==> config.mk <==
export PLATFORM = sky130hd
export DESIGN_NAME = fpga_cfg_loader
export DESIGN_NICKNAME = d
export VERILOG_FILES = /design/src/rtl/fpga_cfg_loader.sv
export SDC_FILE = /design/constraint.sdc
export NUM_CORES = 2
export LEC_CHECK = 0
export ABC_AREA = 0
export BUFFER_PORTS_ARGS = -buffer_cell sky130_fd_sc_hd__buf_4
export CAP_MARGIN = 0
export CORE_ASPECT_RATIO = 0.7
export CORE_UTILIZATION = 35
export DETAILED_ROUTE_END_ITERATION = 8
export PLACE_DENSITY_LB_ADDON = 0.05
export SLEW_MARGIN = 25
export SYNTH_ARGS = -nofsm -noshare
export SYNTH_HDL_FRONTEND = slang
export SYNTH_SLANG_ARGS = --single-unit
==> constraint.sdc <==
create_clock -name clock -period 34.1 [get_ports clock]
set_input_delay 5.115 -clock clock [delete_from_list [all_inputs] [get_ports clock]]
set_output_delay 5.115 -clock clock [all_outputs]
set_load 0.01 [all_outputs]
==> src/rtl/fpga_cfg_loader.sv <==
// fpga_cfg_loader
//   Loads configuration for the fabric (9 LUTs, 13 switch boxes) from a 32-bit
//   valid/ready word stream. The loader first hunts for SYNC_WORD. It then
//   collects 31 payload words into shadow registers and checks a trailing XOR
//   checksum. When the checksum matches, the shadows are copied to the
//   committed outputs in a single edge.
// Ports
//   clock, reset    rising-edge clock, asynchronous active-high reset
//   cfg_start       one-cycle pulse that begins, or restarts, a load
//   cfg_data/valid  stream word and its qualifier
//   cfg_ready       loader accepts a word this cycle (combinational)
//   lut_cfg         committed LUT configs, LUT k at [k*LUT_BITS +: LUT_BITS]
//   sb_cfg          committed switch-box configs, SB j at [j*SB_BITS +: SB_BITS]
//   fabric_en       committed config valid; fabric may run
//   cfg_done        last load committed
//   cfg_error       last load failed its checksum
//   word_count      payload words accepted since sync (saturates at 31)
module fpga_cfg_loader #(
  parameter int          NUM_LUT   = 9,
  parameter int          LUT_BITS  = 33,
  parameter int          NUM_SB    = 13,
  parameter int          SB_BITS   = 16,
  parameter logic [31:0] SYNC_WORD = 32'hF0CAC0DE
) (
  input  logic                        clock,
  input  logic                        reset,
  input  logic                        cfg_start,
  input  logic [31:0]                 cfg_data,
  input  logic                        cfg_valid,
  output logic                        cfg_ready,
  output logic [NUM_LUT*LUT_BITS-1:0] lut_cfg,
  output logic [NUM_SB*SB_BITS-1:0]   sb_cfg,
  output logic                        fabric_en,
  output logic                        cfg_done,
  output logic                        cfg_error,
  output logic [5:0]                  word_count
);

  localparam int IDX_W = $clog2((NUM_SB > NUM_LUT) ? NUM_SB : NUM_LUT);

  typedef enum logic [2:0] {
    S_IDLE, S_SYNC, S_LUT_LO, S_LUT_HI, S_SB, S_CHECK, S_DONE, S_ERROR
  } state_t;

  state_t                      state_q, state_d;
  logic [IDX_W-1:0]            idx_q, idx_d;        // LUT k or SB j
  logic [31:0]                 xor_q, xor_d;        // running payload checksum
  logic [5:0]                  word_count_q, word_count_d;
  logic [LUT_BITS-1:0]         shadow_lut_q [NUM_LUT];
  logic [LUT_BITS-1:0]         shadow_lut_d [NUM_LUT];
  logic [SB_BITS-1:0]          shadow_sb_q  [NUM_SB];
  logic [SB_BITS-1:0]          shadow_sb_d  [NUM_SB];
  logic [NUM_LUT*LUT_BITS-1:0] lut_cfg_q, lut_cfg_d;
  logic [NUM_SB*SB_BITS-1:0]   sb_cfg_q, sb_cfg_d;
  logic                        fabric_en_q, fabric_en_d;
  logic                        cfg_done_q, cfg_done_d;
  logic                        cfg_error_q, cfg_error_d;
  logic                        beat;

  // A pending start always wins over a word, so the word is never consumed
  // in the same cycle as a restart.
  always_comb begin
    cfg_ready = (state_q inside {S_SYNC, S_LUT_LO, S_LUT_HI, S_SB, S_CHECK})
                && !cfg_start;
  end

  assign beat = cfg_valid && cfg_ready;

  always_comb begin
    // NOTE: every variable gets a hold-value default first so that no path
    // leaves it unassigned, which would infer a latch.
    state_d      = state_q;
    idx_d        = idx_q;
    xor_d        = xor_q;
    word_count_d = word_count_q;
    shadow_lut_d = shadow_lut_q;
    shadow_sb_d  = shadow_sb_q;
    lut_cfg_d    = lut_cfg_q;
    sb_cfg_d     = sb_cfg_q;
    fabric_en_d  = fabric_en_q;
    cfg_done_d   = cfg_done_q;
    cfg_error_d  = cfg_error_q;

    if (cfg_start) begin
      // A start or abort in any state leaves the committed configs untouched.
      // The stale shadows are overwritten by the next frame.
      state_d      = S_SYNC;
      xor_d        = '0;
      word_count_d = '0;
      fabric_en_d  = 1'b0;
      cfg_done_d   = 1'b0;
      cfg_error_d  = 1'b0;
    end else if (beat) begin
      if (state_q inside {S_LUT_LO, S_LUT_HI, S_SB}) begin
        xor_d = xor_q ^ cfg_data;
        if (word_count_q != 6'd31) word_count_d = word_count_q + 6'd1;
      end
      unique case (state_q)
        S_SYNC: begin
          if (cfg_data == SYNC_WORD) begin
            state_d = S_LUT_LO;
            idx_d   = '0;
          end
        end
        S_LUT_LO: begin
          shadow_lut_d[idx_q][31:0] = cfg_data;
          state_d = S_LUT_HI;
        end
        S_LUT_HI: begin
          shadow_lut_d[idx_q][LUT_BITS-1] = cfg_data[0];
          if (idx_q == IDX_W'(NUM_LUT - 1)) begin
            state_d = S_SB;
            idx_d   = '0;
          end else begin
            state_d = S_LUT_LO;
            idx_d   = idx_q + 1'b1;
          end
        end
        S_SB: begin
          shadow_sb_d[idx_q] = cfg_data[SB_BITS-1:0];
          if (idx_q == IDX_W'(NUM_SB - 1)) state_d = S_CHECK;
          else                             idx_d   = idx_q + 1'b1;
        end
        S_CHECK: begin
          if (cfg_data == xor_q) begin
            state_d     = S_DONE;
            fabric_en_d = 1'b1;
            cfg_done_d  = 1'b1;
            cfg_error_d = 1'b0;
            for (int k = 0; k < NUM_LUT; k++)
              lut_cfg_d[k*LUT_BITS +: LUT_BITS] = shadow_lut_q[k];
            for (int j = 0; j < NUM_SB; j++)
              sb_cfg_d[j*SB_BITS +: SB_BITS] = shadow_sb_q[j];
          end else begin
            state_d     = S_ERROR;
            fabric_en_d = 1'b0;
            cfg_done_d  = 1'b0;
            cfg_error_d = 1'b1;
          end
        end
        default: ;
      endcase
    end
  end

  // NOTE: state is updated with non-blocking assignments only, so every flop
  // samples the values from before the edge.
  always_ff @(posedge clock or posedge reset) begin
    if (reset) begin
      state_q      <= S_IDLE;
      idx_q        <= '0;
      xor_q        <= '0;
      word_count_q <= '0;
      lut_cfg_q    <= '0;
      sb_cfg_q     <= '0;
      fabric_en_q  <= 1'b0;
      cfg_done_q   <= 1'b0;
      cfg_error_q  <= 1'b0;
      // NOTE: the shadow arrays are reset explicitly, so a reset during a load
      // leaves no partial frame behind. These are flops, not a RAM, so the cost
      // is only reset fan-out.
      for (int k = 0; k < NUM_LUT; k++) shadow_lut_q[k] <= '0;
      for (int j = 0; j < NUM_SB; j++)  shadow_sb_q[j]  <= '0;
    end else begin
      state_q      <= state_d;
      idx_q        <= idx_d;
      xor_q        <= xor_d;
      word_count_q <= word_count_d;
      lut_cfg_q    <= lut_cfg_d;
      sb_cfg_q     <= sb_cfg_d;
      fabric_en_q  <= fabric_en_d;
      cfg_done_q   <= cfg_done_d;
      cfg_error_q  <= cfg_error_d;
      shadow_lut_q <= shadow_lut_d;
      shadow_sb_q  <= shadow_sb_d;
    end
  end

  assign lut_cfg    = lut_cfg_q;
  assign sb_cfg     = sb_cfg_q;
  assign fabric_en  = fabric_en_q;
  assign cfg_done   = cfg_done_q;
  assign cfg_error  = cfg_error_q;
  assign word_count = word_count_q;

endmodule

==> qor.csv <==
stage,metric,value,unit
status,status,completed,
worst_setup_path,r2r-end,lut_cfg[110],
worst_setup_path,required,28980,ps
drt,drc_errors,0,
global_route,grt_pass1_wl,170.5,mm
clock_network,hold_buffers,0,
flow_run,cap_violations,0,
power_and_ir_drop,power_frac_clock,0.493,
floorplanning,start_util,0.3529,
worst_setup_path,cp_top_family,buffers and inverters,
layout,area_growth,23.38,%
place,gp_congestion,0.7580,
power_and_ir_drop,peakVddDrop,35.26,uV
worst_setup_path,reg2reg_depth,9,
drt,totalWireLength,114.6,mm
drt,ant_nets,0,
timing,whs,477.7,ps
worst_hold_path,min_from,shadow_sb_q[16],
layout,most-common-layout-cells,"1057 x dfrtp_1, 706 x mux2_2, 576 x buf_4, 302 x mux2_1, 111 x clkbuf_16",
worst_setup_path,timing.critical_path.depth,3,
worst_hold_path,holdPathStages,1,
drt,routed_via_density,4.876,
power_and_ir_drop,seq_power_share,0.484,
clock_network,cts_setup_buffers,0,
power_and_ir_drop,p_per_area,51.88,nW/um^2
layout,drive_gt1_frac,0.4791,
timing,fmax,0.09134,GHz
layout,final_area,50030,um^2
worst_setup_path,critical-path-slowest-cell,buf_4,
worst_setup_path,end_kind,output pin,
worst_setup_path,cp_num_buf_inv,2,
place,placed_area,45990,um^2
clock_network,htree_num_levels,3,
global_route,grt_pass1_vias,24190,
floorplanning,io_pins,551,
synth,ys_warn_count,0,
floorplanning,fp-row-count,104,
synth,ys_async_sr_fraction,1.000,
clock_network,cts-resized-gates,0,
worst_setup_path,critPathLaunch,cfg_start,
clock_network,root_buffer,clkbuf_16,
timing,slew_viol_final,0,
worst_setup_path,worstPathArrival,5830,ps
synth,ys_ff_latch,1057,
worst_setup_path,crit_type,primary input to output pin,
layout,finalNonFillerCells,4682,
timing,setup_violations,0,
layout,nets,3090,
power_and_ir_drop,p_int,2029,uW
layout,fillers,10440,
synth,ys_seq_area_frac,0.6523,
synth,netlist_area,40550,um^2
clock_network,cts.sinks,1057,
timing,tightest_slew,1037,ps
clock_network,clock_latency,690,ps
worst_setup_path,cp-start-kind,primary input,
place,dpl.hpwl,72.34,mm
global_route,antenna_found_initial,14,
timing,maxSlewHeadroom,0.3085,
clock_network,cts_buffer_depth,3,
timing,rsz0062_at_grt,false,
power_and_ir_drop,power.leakage,0.02657,uW
synth,avgSynthCellArea,16.13,um^2
synth,yosys.cell_types.count,48,
power_and_ir_drop,p_sw_frac,0.2180,
worst_setup_path,cpPeakStageDelay,430,ps
floorplanning,coreArea,114900,um^2
timing,skew,18.75,ps
drt,vias,22830,
worst_setup_path,cp_cell_sequence,buf_4 > a21oi_1 > buf_4,
clock_network,cts_tree,built,
floorplanning,die-width,408.8,um
worst_setup_path,cp_max_fo,51,
power_and_ir_drop,power.share.combinational,0.023,
synth,synth_ff_type,dfrtp_1,
floorplanning,die_h,286.8,um
synth,syn-instance-count,2513,
layout,final_common_cell,dfrtp_1,
timing,hold_viol_final,0,
timing,final.setup.tns,0,ps
worst_setup_path,cp_common_cell,buf_4,
place,placed_cells,4470,
drt,drtIter0Drc,1046,
global_route,grt_remaining_overflow,0,
worst_setup_path,r2r_slack,29770,ps
timing,fin_ws,23150,ps
drt,drt_first_pass_iters,5,
synth,synth_edf_count,0,
clock_network,numCtsBuffers,110,
power_and_ir_drop,p_sw,565.9,uW
worst_hold_path,hold_end,sb_cfg[176],
timing,min_period,10950,ps
synth,synth_fp_nets,2554,
floorplanning,dieArea,117200,um^2
timing,period_share,0.3211,
worst_hold_path,hold_path_class,flip-flop to flip-flop,
place,port_buffers,550,
worst_setup_path,r2r_start,xor_q[17],
global_route,grt_usage,0.1958,
drt,avgRoutedWirePerCell,24.48,um
place,dp_slack,23150,ps
global_route,grt_max_degree,184,
clock_network,path_clk_slew,60,ps
==> power groups by stage <==
stage          logic [uW]  registers (uW)  clock network, uW
2_1_floorplan        29.9            1280                  0
3_3_place_gp         61.4            1280                  0
3_5_place_dp         62.8            1280                  0
4_1_cts              62.8            1260               1320
5_1_grt              67.7            1250               1370
6_report             59.9            1260               1280
==> synthesized netlist by cell type, types with 4 or more instances <==
library cell,count,share of area
nor2b_1,6,0.00093
xor2_1,68,0.015
nand2_1,50,0.0046
mux2_1,302,0.084
buf_2,62,0.0077
clkbuf_1,60,0.0056
nor4_1,9,0.0014
nand3_1,12,0.0015
mux2_2,706,0.20
o211ai_1,4,0.00074
nand2b_1,6,0.00093
nand4_1,9,0.0014
ha_1,5,0.0015
dfrtp_1,1057,0.65
buf_6,38,0.011
nor2_1,55,0.0051
inv_1,6,0.00056
o21ai_0,7,0.00086
==> registers in the layout (all words and copies together) (netlist names) <==
signal / count
shadow_lut_q: 297
xor_q: 32
cfg_done: 1
cfg_error: 1
idx_q: 4
state_q: 3
shadow_sb_q: 208
sb_cfg: 208
lut_cfg: 297
word_count: 6
==> layer usage <==
metal  track usage  vias up  routed length, um
met2        0.3263      402              56810
met1        0.2617    12370              50550
li1              -     9902                  -
met3       0.03990      144               4881
met4       0.04775       10               2288
met5             0        -                 73
==> cells by family after synthesis <==
kind of cell | share of synthesized area
flip-flops | 0.6523
buffers and inverters | 0.02496
multiplexers | 0.2802
adder cells (fa/ha/maj) | 0.001543
AND/OR/NAND/NOR | 0.02064
AO/OA/AOI/OAI | 0.005617
XOR/XNOR | 0.01469
==> stage by stage <==
step	total power, uW	util
2_1_floorplan	1311	-
3_3_place_gp	1340	0.4002
3_5_place_dp	1341	0.4002
4_1_cts	2640	0.4342
5_1_grt	2696	0.4353
6_report	2595	0.4354
==> layout make-up <==
cell class	count	area, um^2	share of cell area
repair buffers	589	4571	0.09136
clock buffers	162	3329	0.06655
clock inverters	40	568.0	0.01135
diodes	6	15.01	0.0003001
inverters	6	26.28	0.0005252
well taps	1537	1923	0.03844
multi-input cells	1285	13150	0.2628
flip-flops and latches	1057	26450	0.5287
==> worst max path at each step <==
| stage | end | slack, ps |
|---|---|---|
| global placement | cfg_ready | 23160 |
| detailed placement | cfg_ready | 23150 |
| CTS | cfg_ready | 23150 |
| floorplan | cfg_done | 14410 |
| finish | cfg_ready | 23150 |
| global route | cfg_ready | 23080 |
No activity file was read; power rests on OpenSTA's default activity.
